$ cat src/rtl/ex_hazard_ctrl_pkg.sv
// Shared types and operand-select encodings for the EX hazard/forwarding controller.
package ex_ctrl_pkg;

    localparam logic [1:0] SEL_REG = 2'b00;
    localparam logic [1:0] SEL_MEM = 2'b01;
    localparam logic [1:0] SEL_WB  = 2'b10;

    typedef struct packed {
        logic       valid;
        logic [3:0] src1;
        logic [3:0] src2;
        logic       use1;
        logic       use2;
        logic [3:0] dest;
        logic       wb_en;
        logic       mem_r_en;
    } stage_info_t;

endpackage

$ cat src/rtl/ex_hazard_ctrl_src_match.sv
// Single producer/consumer register compare: a live writer whose dest equals a used source.
module src_match
    import ex_ctrl_pkg::*;
(
    input  logic       valid_i,
    input  logic       wb_en_i,
    input  logic [3:0] dest_i,
    input  logic       use_i,
    input  logic [3:0] src_i,
    output logic       match_o
);

    assign match_o = valid_i & wb_en_i & use_i & (dest_i == src_i);

endmodule

$ cat src/rtl/ex_hazard_ctrl.sv
// EX-stage hazard and forwarding controller over a shadow EX/MEM/WB pipeline.
// Build option EX_FORWARDING_EN: forwarding with load-use stall; otherwise stall-only interlock.
module ex_hazard_ctrl
    import ex_ctrl_pkg::*;
#(
    parameter int STALL_CNT_W = 16
) (
    input  logic                   clk,
    input  logic                   rst,
    input  logic [3:0]             id_src1,
    input  logic [3:0]             id_src2,
    input  logic                   id_two_src,
    input  logic                   id_uses_src1,
    input  logic [3:0]             id_dest,
    input  logic                   id_wb_en,
    input  logic                   id_mem_r_en,
    input  logic                   flush,
    output logic [1:0]             sel_src_1,
    output logic [1:0]             sel_src_2,
    output logic                   hazard_stall,
    output logic [STALL_CNT_W-1:0] stall_cnt
);

    stage_info_t id_info, ex_d, ex_q, mem_q, wb_q;
    logic [STALL_CNT_W-1:0] stall_cnt_d, stall_cnt_q;
    logic stall_raw;

    always_comb begin
        id_info          = '0;
        id_info.valid    = 1'b1;
        id_info.src1     = id_src1;
        id_info.src2     = id_src2;
        id_info.use1     = id_uses_src1;
        id_info.use2     = id_two_src;
        id_info.dest     = id_dest;
        id_info.wb_en    = id_wb_en;
        id_info.mem_r_en = id_mem_r_en;
    end

    // ID-vs-EX compares are needed in both builds (load-use or plain interlock).
    logic ex_id_1, ex_id_2;
    src_match u_ex_id_1 (.valid_i(ex_q.valid), .wb_en_i(ex_q.wb_en), .dest_i(ex_q.dest),
                         .use_i(id_uses_src1), .src_i(id_src1), .match_o(ex_id_1));
    src_match u_ex_id_2 (.valid_i(ex_q.valid), .wb_en_i(ex_q.wb_en), .dest_i(ex_q.dest),
                         .use_i(id_two_src), .src_i(id_src2), .match_o(ex_id_2));

`ifdef EX_FORWARDING_EN
    logic mem_ex_1, mem_ex_2, wb_ex_1, wb_ex_2;
    src_match u_mem_ex_1 (.valid_i(mem_q.valid), .wb_en_i(mem_q.wb_en), .dest_i(mem_q.dest),
                          .use_i(ex_q.use1), .src_i(ex_q.src1), .match_o(mem_ex_1));
    src_match u_mem_ex_2 (.valid_i(mem_q.valid), .wb_en_i(mem_q.wb_en), .dest_i(mem_q.dest),
                          .use_i(ex_q.use2), .src_i(ex_q.src2), .match_o(mem_ex_2));
    src_match u_wb_ex_1  (.valid_i(wb_q.valid), .wb_en_i(wb_q.wb_en), .dest_i(wb_q.dest),
                          .use_i(ex_q.use1), .src_i(ex_q.src1), .match_o(wb_ex_1));
    src_match u_wb_ex_2  (.valid_i(wb_q.valid), .wb_en_i(wb_q.wb_en), .dest_i(wb_q.dest),
                          .use_i(ex_q.use2), .src_i(ex_q.src2), .match_o(wb_ex_2));

    always_comb begin
        sel_src_1 = SEL_REG;
        sel_src_2 = SEL_REG;
        if (mem_ex_1)     sel_src_1 = SEL_MEM;
        else if (wb_ex_1) sel_src_1 = SEL_WB;
        if (mem_ex_2)     sel_src_2 = SEL_MEM;
        else if (wb_ex_2) sel_src_2 = SEL_WB;
        stall_raw = ex_q.mem_r_en & (ex_id_1 | ex_id_2);
    end

    logic unused_fields;
    assign unused_fields = ^{mem_q.src1, mem_q.src2, mem_q.use1, mem_q.use2, mem_q.mem_r_en,
                             wb_q.src1, wb_q.src2, wb_q.use1, wb_q.use2, wb_q.mem_r_en};
`else
    // Without forwarding the result is only usable once it leaves MEM; WB writes on the falling edge.
    logic mem_id_1, mem_id_2;
    src_match u_mem_id_1 (.valid_i(mem_q.valid), .wb_en_i(mem_q.wb_en), .dest_i(mem_q.dest),
                          .use_i(id_uses_src1), .src_i(id_src1), .match_o(mem_id_1));
    src_match u_mem_id_2 (.valid_i(mem_q.valid), .wb_en_i(mem_q.wb_en), .dest_i(mem_q.dest),
                          .use_i(id_two_src), .src_i(id_src2), .match_o(mem_id_2));

    assign sel_src_1 = SEL_REG;
    assign sel_src_2 = SEL_REG;
    assign stall_raw = ex_id_1 | ex_id_2 | mem_id_1 | mem_id_2;

    logic unused_fields;
    assign unused_fields = ^{ex_q.src1, ex_q.src2, ex_q.use1, ex_q.use2, ex_q.mem_r_en,
                             mem_q.src1, mem_q.src2, mem_q.use1, mem_q.use2, mem_q.mem_r_en,
                             wb_q};
`endif

    assign hazard_stall = stall_raw & ~flush & ~rst;
    assign ex_d         = (hazard_stall | flush) ? '0 : id_info;
    assign stall_cnt_d  = (hazard_stall && (stall_cnt_q != '1)) ? stall_cnt_q + STALL_CNT_W'(1)
                                                                : stall_cnt_q;
    assign stall_cnt    = stall_cnt_q;

    always_ff @(posedge clk or posedge rst) begin
        if (rst) begin
            ex_q        <= '0;
            mem_q       <= '0;
            wb_q        <= '0;
            stall_cnt_q <= '0;
        end else begin
            ex_q        <= ex_d;
            mem_q       <= ex_q;
            wb_q        <= mem_q;
            stall_cnt_q <= stall_cnt_d;
        end
    end

endmodule

$ cat config.mk
export PLATFORM = sky130hd
export DESIGN_NAME = ex_hazard_ctrl
export DESIGN_NICKNAME = d
export VERILOG_FILES = /design/src/rtl/ex_hazard_ctrl_pkg.sv /design/src/rtl/ex_hazard_ctrl_src_match.sv /design/src/rtl/ex_hazard_ctrl.sv
export SDC_FILE = /design/constraint.sdc
export NUM_CORES = 1
export LEC_CHECK = 0
export CORE_MARGIN = 1.5
export CORE_UTILIZATION = 47
export CTS_CLUSTER_SIZE = 16
export DETAILED_ROUTE_END_ITERATION = 10
export HOLD_SLACK_MARGIN = 0.05
export PLACE_DENSITY = 0.78
export SETUP_SLACK_MARGIN = 0.2
export SYNTH_ARGS = -nofsm -noshare
export SYNTH_HDL_FRONTEND = slang
export SYNTH_SLANG_ARGS = --single-unit
$ cat constraint.sdc
create_clock -name clk -period 2.5 [get_ports clk]
set_clock_uncertainty 0.05 [all_clocks]
set_input_delay 0.5 -clock clk [delete_from_list [all_inputs] [get_ports clk]]
set_output_delay 0.5 -clock clk [all_outputs]
set_load 0.005 [all_outputs]
==> results of run 1 <==
[area by class of cell]
class | count | area [um2]
sequential | 28 | 701
clock buffer | 4 | 36.3
tap | 31 | 38.8
timing repair buffer | 41 | 375
fill | 238 | 988
multi-input combinational | 93 | 671
inverter | 5 | 18.8
[worst max-delay path by stage]
stage                           from            to  slack (ns)  cells after the start
after global placement    id_src2[2]  hazard_stall       -0.46                      7
after global routing         ex_q[4]  hazard_stall       0.004                      5
after floorplan           id_src2[2]  hazard_stall        0.27                      7
after CTS                    ex_q[4]  hazard_stall        0.05                      6
after detailed placement  id_src2[0]  hazard_stall       -0.51                      6
final                     id_src1[2]  hazard_stall        0.07                      7
[flip-flops by register name (all words and copies together), names as in the netlist]
| name | flops |
|---|---|
| ex_q | 6 |
| stall_cnt | 16 |
| mem_q | 6 |
[report_power, final]
part	internal (mW)	switching (mW)
clock network	0.0889	0.121
logic	0.0510	0.0429
registers	0.468	0.0146
total	0.608	0.179
[logic make-up (layout without fill, tap and decap cells)]
family / count (synthesis) / in the layout / synth area share [%]
AOI/OAI and AO/OA: 5 / 5 / 3.58
other: 1 / 4 / 0.262
muxes: 1 / 1 / 0.787
DFF: 28 / 28 / 49.0
buffers and inverters: 11 / 50 / 4.98
adders and majority gates: 1 / 1 / 0.874
xor gates and xnor gates: 29 / 29 / 17.7
and+or+nand+nor: 53 / 53 / 22.8
[cells in the mapped netlist (all sizes together)]
master and number:
a41oi 1, xnor2 17, nor3 4, o21ai 1, mux2 1, nand2 5
nor4 5, inv 4, conb 1, clkinv 1, and2 6, or3 1
nand4 10, buf 6, or4 1, a21oi 3, ha 1, dfrtp 28
or2 1, xor2 12, and3 4, and4 2, nand3 9, nor2 5
[worst max-delay path, delay by kind of cell]
kind                      cells  cell delay, ns
xor gates and xnor gates      1            0.14
buffers and inverters         2            0.38
and+or+nand+nor               4            0.86
[metal layers]
metal | part of all wire [%] | global-route usage, % | wire, um
met1 | 44 | 24.7 | 1190
met2 | 51 | 31.2 | 1370
met3 | 4.3 | 2.01 | 116
met4 | 0 | 2.99 | 0
met5 | 0 | 0 | 0
[timing repair]
action                     in CTS  in global routing
buffers inserted                0                  0
resized for setup              14                  0
hold buffers                    0                  0
setup endpoints to repair       2                  1
pin swaps                      10                  5
[metrics by stage]
step | setup slack (ns) | TNS, ns | power, mW
CTS | 0.0538 | 0 | 0.800
finish | 0.0720 | 0 | 0.787
global placement | -0.465 | -0.713 | 0.589
floorplan | 0.266 | 0 | 0.539
global route | 0.00381 | 0 | 0.834
detailed placement | -0.507 | -1.14 | 0.592
==> flow_summary_export.csv, run 1 <==
group,metric,value,unit
finish,final_cell_mix,"dfrtp_1, clkdlybuf4s50_1, xnor2_1",
timing,fin_hold_ws,0.375,ns
place,place_hpwl,2.09,mm
routing,dr_total_vias,1089,
clocking,clock-sinks,28,
clocking,cts_root_buf,"clkbuf_4",
die,row_count,19,
logic_synthesis,yosysWarnings,0,
die,die_h,58.2,um
routing,routed_wl,2.68,mm
grt,grt_remaining_overflow,0,
logic_synthesis,ys_seq_area_share,49.0,%
clocking,clk_pin_slew,0.13,ns
finish,fin_cells,202,
die,start_util,50.6,%
grt,grt_usage,17.9,%
timing,finalCritPeriodShare,97.1,%
timing,rsz0062_at_grt,"true",
routing,dr.pass1.iters,9,
timing,final-setup-viol-count,0,
finish,final_util,65.1,%
min_path,hold_start,"ex_q[16]",
worst_setup_path,r2r-start,"mem_q[4]",
logic_synthesis,synth_top_cell_by_area,"dfrtp_1",
worst_setup_path,cp-start-kind,"input port",
logic_synthesis,syn_inst,129,
finish,fin_nets,192,
die,die_w,58.2,um
power_and_ir_drop,powerDensity,428,nW/um2
clocking,clock_latency,0.31,ns
finish,syn2layout_area_growth,28.6,%
place,io_buffers,34,
finish,drive_above_1_share,14.0,%
finish,diodes,0,
logic_synthesis,ys_seq_elements,28,
worst_setup_path,crit_fanout,2,
grt,grt_max_degree,29,
grt,grt_pass1_wl,4.75,mm
logic_synthesis,netlist_area,1430,um2
place,dp_cells,198,
clocking,htree_levels,1,
worst_setup_path,critPathArrivalTime,1.88,ns
routing,ant_nets,0,
place,placed_area,1820,um2
routing,drt_iter0_markers,34,
routing,post_drt_wl_per_cell,13.3,um
finish,final_common_cell,"dfrtp_1",
run_status,status,"complete, but fails checks",
routing,drc,4,
power_and_ir_drop,irDropWorstVdd,260,uV
clocking,cts_tree,"done",
worst_setup_path,reg2reg_slack,0.44,ns
die,die-area,3390,um2
timing,hold_violations,0,
place,place_congestion,0.833,
min_path,min_to,"mem_q[16]",
grt,grt_pass1_vias,1114,
die,num_io_pins,40,
logic_synthesis,avgSynthCellArea,11.1,um2
logic_synthesis,ys_top_cells_by_area,"dfrtp_1, xnor2_1, xor2_1",
run_status,violations,"design-rule violations",
flow_run,maxCapViolCount,0,
worst_setup_path,worstPathRequired,1.95,ns
routing,via_per_inst,5.39,
worst_setup_path,reg2regPathDepth,7,
timing,finalMaxSlewViolations,0,
min_path,hold_depth,0,
timing,fmax,0.412,GHz
logic_synthesis,yosysTopAreaCellShare,49.0,%
logic_synthesis,ys_types,30,
worst_setup_path,critical-path-max-stage-delay,0.57,ns
grt,antenna_found_initial,0,
worst_setup_path,worstSetupEndpointType,"output port",
timing,finalCriticalPeriod,2.43,ns
die,core_area,2830,um2
clocking,ctsLongestPathBuffers,2,
worst_setup_path,path_class,"input port to output port",
clocking,cts_buffers,3,
min_path,hp-class,"register to register",
power_and_ir_drop,p_leak,0.807,nW
worst_setup_path,cp_slowest_cell,"or4_1",
worst_setup_path,r2r-end,"stall_cnt[1]",
finish,postLayoutCellArea,1840,um2
worst_setup_path,crit_chain,"dlygate4sd2_1 > xnor2_1 > nand4_1 > nor4_1 > or4_1 > and2_1 > buf_2",
Power figures use the tool's default switching activity.
==> run 2: changes to the inputs <==
SYNTH_HIERARCHICAL = 1   (was unset)
clock period = 2.65 ns   (was 2.5 ns; I/O delays follow)
==> flow_summary_export.csv, run 2 <==
group,metric,value,unit
worst_setup_path,crit_chain,"dlygate4sd2_1 > xor2_1 > nor4_2 > or4_4 > nand2_2 > inv_1 > buf_2",
place,dp_cells,194,
worst_setup_path,path_depth,7,
worst_setup_path,r2r-start,"mem_q[3]",
timing,final-setup-viol-count,0,
die,die-area,3330,um2
power_and_ir_drop,p_leak,0.910,nW
clocking,cts_hold_buf,0,
worst_setup_path,crit_fanout,2,
grt,grt_usage,20.0,%
worst_setup_path,reg2regPathDepth,8,
finish,seqCellArea,701,um2
clocking,cts_tree,"done",
routing,ant_nets,0,
finish,drive_above_1_share,15.0,%
timing,finalCritPeriodShare,92.5,%
timing,fmax,0.408,GHz
logic_synthesis,async_flop_share,100,%
logic_synthesis,avgSynthCellArea,11.3,um2
clocking,clk_pin_slew,0.15,ns
routing,drc,6,
worst_setup_path,critical-path-max-stage-delay,0.55,ns
min_path,hold_start,"ex_q[1]",
min_path,min_to,"mem_q[1]",
logic_synthesis,yosysTopAreaCellShare,49.8,%
timing,fin_hold_ws,0.363,ns
routing,post_drt_wl_per_cell,15.3,um
place,io_buffers,34,
power_and_ir_drop,finalPower,827,uW
finish,fin_cells,198,
grt,grt_pass1_wl,5.06,mm
clocking,cts_setup_buffers,0,
finish,final_common_cell,"dfrtp_1",
logic_synthesis,synth_common_cells,"dfrtp_1, xor2_1, nand4_1",
worst_setup_path,reg2reg_slack,0.46,ns
grt,grt_remaining_overflow,0,
timing,relSlewSlack,66.2,%
worst_setup_path,r2r-end,"stall_cnt[15]",
worst_setup_path,worstPathRequired,2.07,ns
die,die_h,57.7,um
finish,syn2layout_area_growth,32.2,%
place,placed_area,1810,um2
logic_synthesis,synth-main-ff-cell,"dfrtp_1",
logic_synthesis,ys_seq_elements,28,
finish,fin_nets,188,
die,row_count,19,
run_status,status,"complete, but fails checks",
grt,antenna_found_initial,0,
finish,final_util,66.3,%
finish,fillCellCount,234,
power_and_ir_drop,irDropWorstVdd,301,uV
worst_setup_path,cp-start-kind,"input port",
routing,routed_wl,3.04,mm
die,die_w,57.7,um
worst_setup_path,worstSetupEndpointType,"output port",
routing,drt_iter0_markers,28,
logic_synthesis,ys_seq_area_share,49.8,%
logic_synthesis,ys_types,24,
flow_run,maxCapViolCount,0,
clocking,cts_root_buf,"clkbuf_4",
worst_setup_path,crit_buf_inv,3,
finish,postLayoutCellArea,1860,um2
logic_synthesis,synth.most_common_cell,"dfrtp_1",
clocking,htree_levels,1,
timing,rsz0062_at_grt,"true",
run_status,violations,"design-rule violations",
power_and_ir_drop,powerDensity,445,nW/um2
die,num_io_pins,40,
logic_synthesis,synth_top_cell_by_area,"dfrtp_1",
clocking,clock-sinks,28,
timing,tns,0,ns
clocking,cts_buffers,3,
min_path,hp-class,"register to register",
logic_synthesis,syn_inst,125,
timing,worst_pin_slew,0.503,ns
grt,grt_pass1_vias,1123,
finish,diodes,0,
finish,largest_register_ff_count,16,
min_path,hold_depth,0,
finish,multi_input_area,687,um2
worst_setup_path,critPathArrivalTime,1.87,ns
logic_synthesis,synth-edff-count,0,
worst_setup_path,path_class,"input port to output port",
place,dp_slack,-0.385,ns
clocking,clock_latency,0.33,ns
worst_setup_path,cp_slowest_cell,"or4_4",
timing,hold_violations,0,
finish,final_cell_mix,"dfrtp_1, xor2_1, clkdlybuf4s50_1",
clocking,ctsLongestPathBuffers,2,
timing,fin_ws,0.199,ns
die,core_area,2810,um2
die,start_util,50.2,%
routing,dr_total_vias,1081,
routing,dr.pass1.iters,7,
place,place_congestion,0.840,
logic_synthesis,ys_top_cells_by_area,"dfrtp_1, xor2_1, nand4_1",
logic_synthesis,yosysWarnings,6,
worst_setup_path,crit_family,"simple AND/OR/NAND/NOR gates",
timing,finalCriticalPeriod,2.45,ns
logic_synthesis,netlist_area,1410,um2
timing,finalMaxSlewViolations,0,
place,place_hpwl,2.16,mm
grt,grt_max_degree,29,
routing,via_per_inst,5.46,
## run 2: cell types whose count changed after synthesis, sizes merged, moves of 3 or more
cell / before / now
xnor2: 17 / 4
nor3: 4 / 7
nand3: 9 / 5
nor4: 5 / 8
xor2: 12 / 27
## run 2: layer usage
layer / global-route usage [%] / vias to the layer above / part of all wire [%]
met1: 24.9 / 535 / 43
met5: 0 / - / 0
met2: 35.1 / 34 / 52
met3: 2.23 / 4 / 3.1
met4: 8.64 / 0 / 1.4
li1: - / 508 / -
## run 2: cells by family (layout without fill, tap and decap cells)
kind of cell	count (synthesis)	after routing	synth area share, %
multiplexers	1	1	0.800
AO/OA/AOI/OAI	1	1	0.355
AND/OR/NAND/NOR	54	54	24.9
other	1	4	0.266
XOR/XNOR	31	31	19.3
adder cells (fa/ha/maj)	1	1	0.889
buffers and inverters	8	47	3.73
flip-flops	28	28	49.8
## run 2: worst register-to-register path, stage by stage (launching register included)
cell	delay (ns)
dfrtp_1	0.43
xnor2_1	0.16
nand4_1	0.14
nor4_2	0.33
or4_4	0.20
buf_4	0.10
nand4_1	0.24
nor4b_2	0.31
xor2_1	0.16
## run 2: area by class of cell
| cell class | instances | share of cell area (%) |
|---|---|---|
| timing repair buffer | 41 | 20.1 |
| clock buffer | 3 | 1.21 |
| clock inverter | 1 | 1.61 |
| multi-input combinational | 92 | 36.9 |
| tap | 31 | 2.08 |
| sequential | 28 | 37.7 |
| inverter | 2 | 0.403 |
## run 2: worst max path at each step
stage               start      endpoint  slack [ns]
2_1_floorplan  id_src2[1]  hazard_stall        0.46
3_3_place_gp   id_src2[3]  hazard_stall       -0.38
3_5_place_dp   id_src2[0]  hazard_stall       -0.39
4_1_cts          mem_q[3]  hazard_stall        0.20
5_1_grt          mem_q[3]  hazard_stall        0.15
6_report       id_src2[0]  hazard_stall        0.20
## run 2: where the power goes
part | switching [mW] | total, mW | internal (mW)
combinational | 0.0412 | 0.0899 | 0.0487
sequential | 0.0143 | 0.456 | 0.442
clock | 0.128 | 0.281 | 0.153
total | 0.184 | 0.827 | 0.644
## run 2: what timing repair did
| action | 4_1_cts | 5_1_grt |
|---|---|---|
| resized for setup | 21 | 1 |
| endpoints found under the hold margin | 0 | 0 |
| setup endpoints to repair | 1 | 1 |
| pin swaps | 13 | 2 |
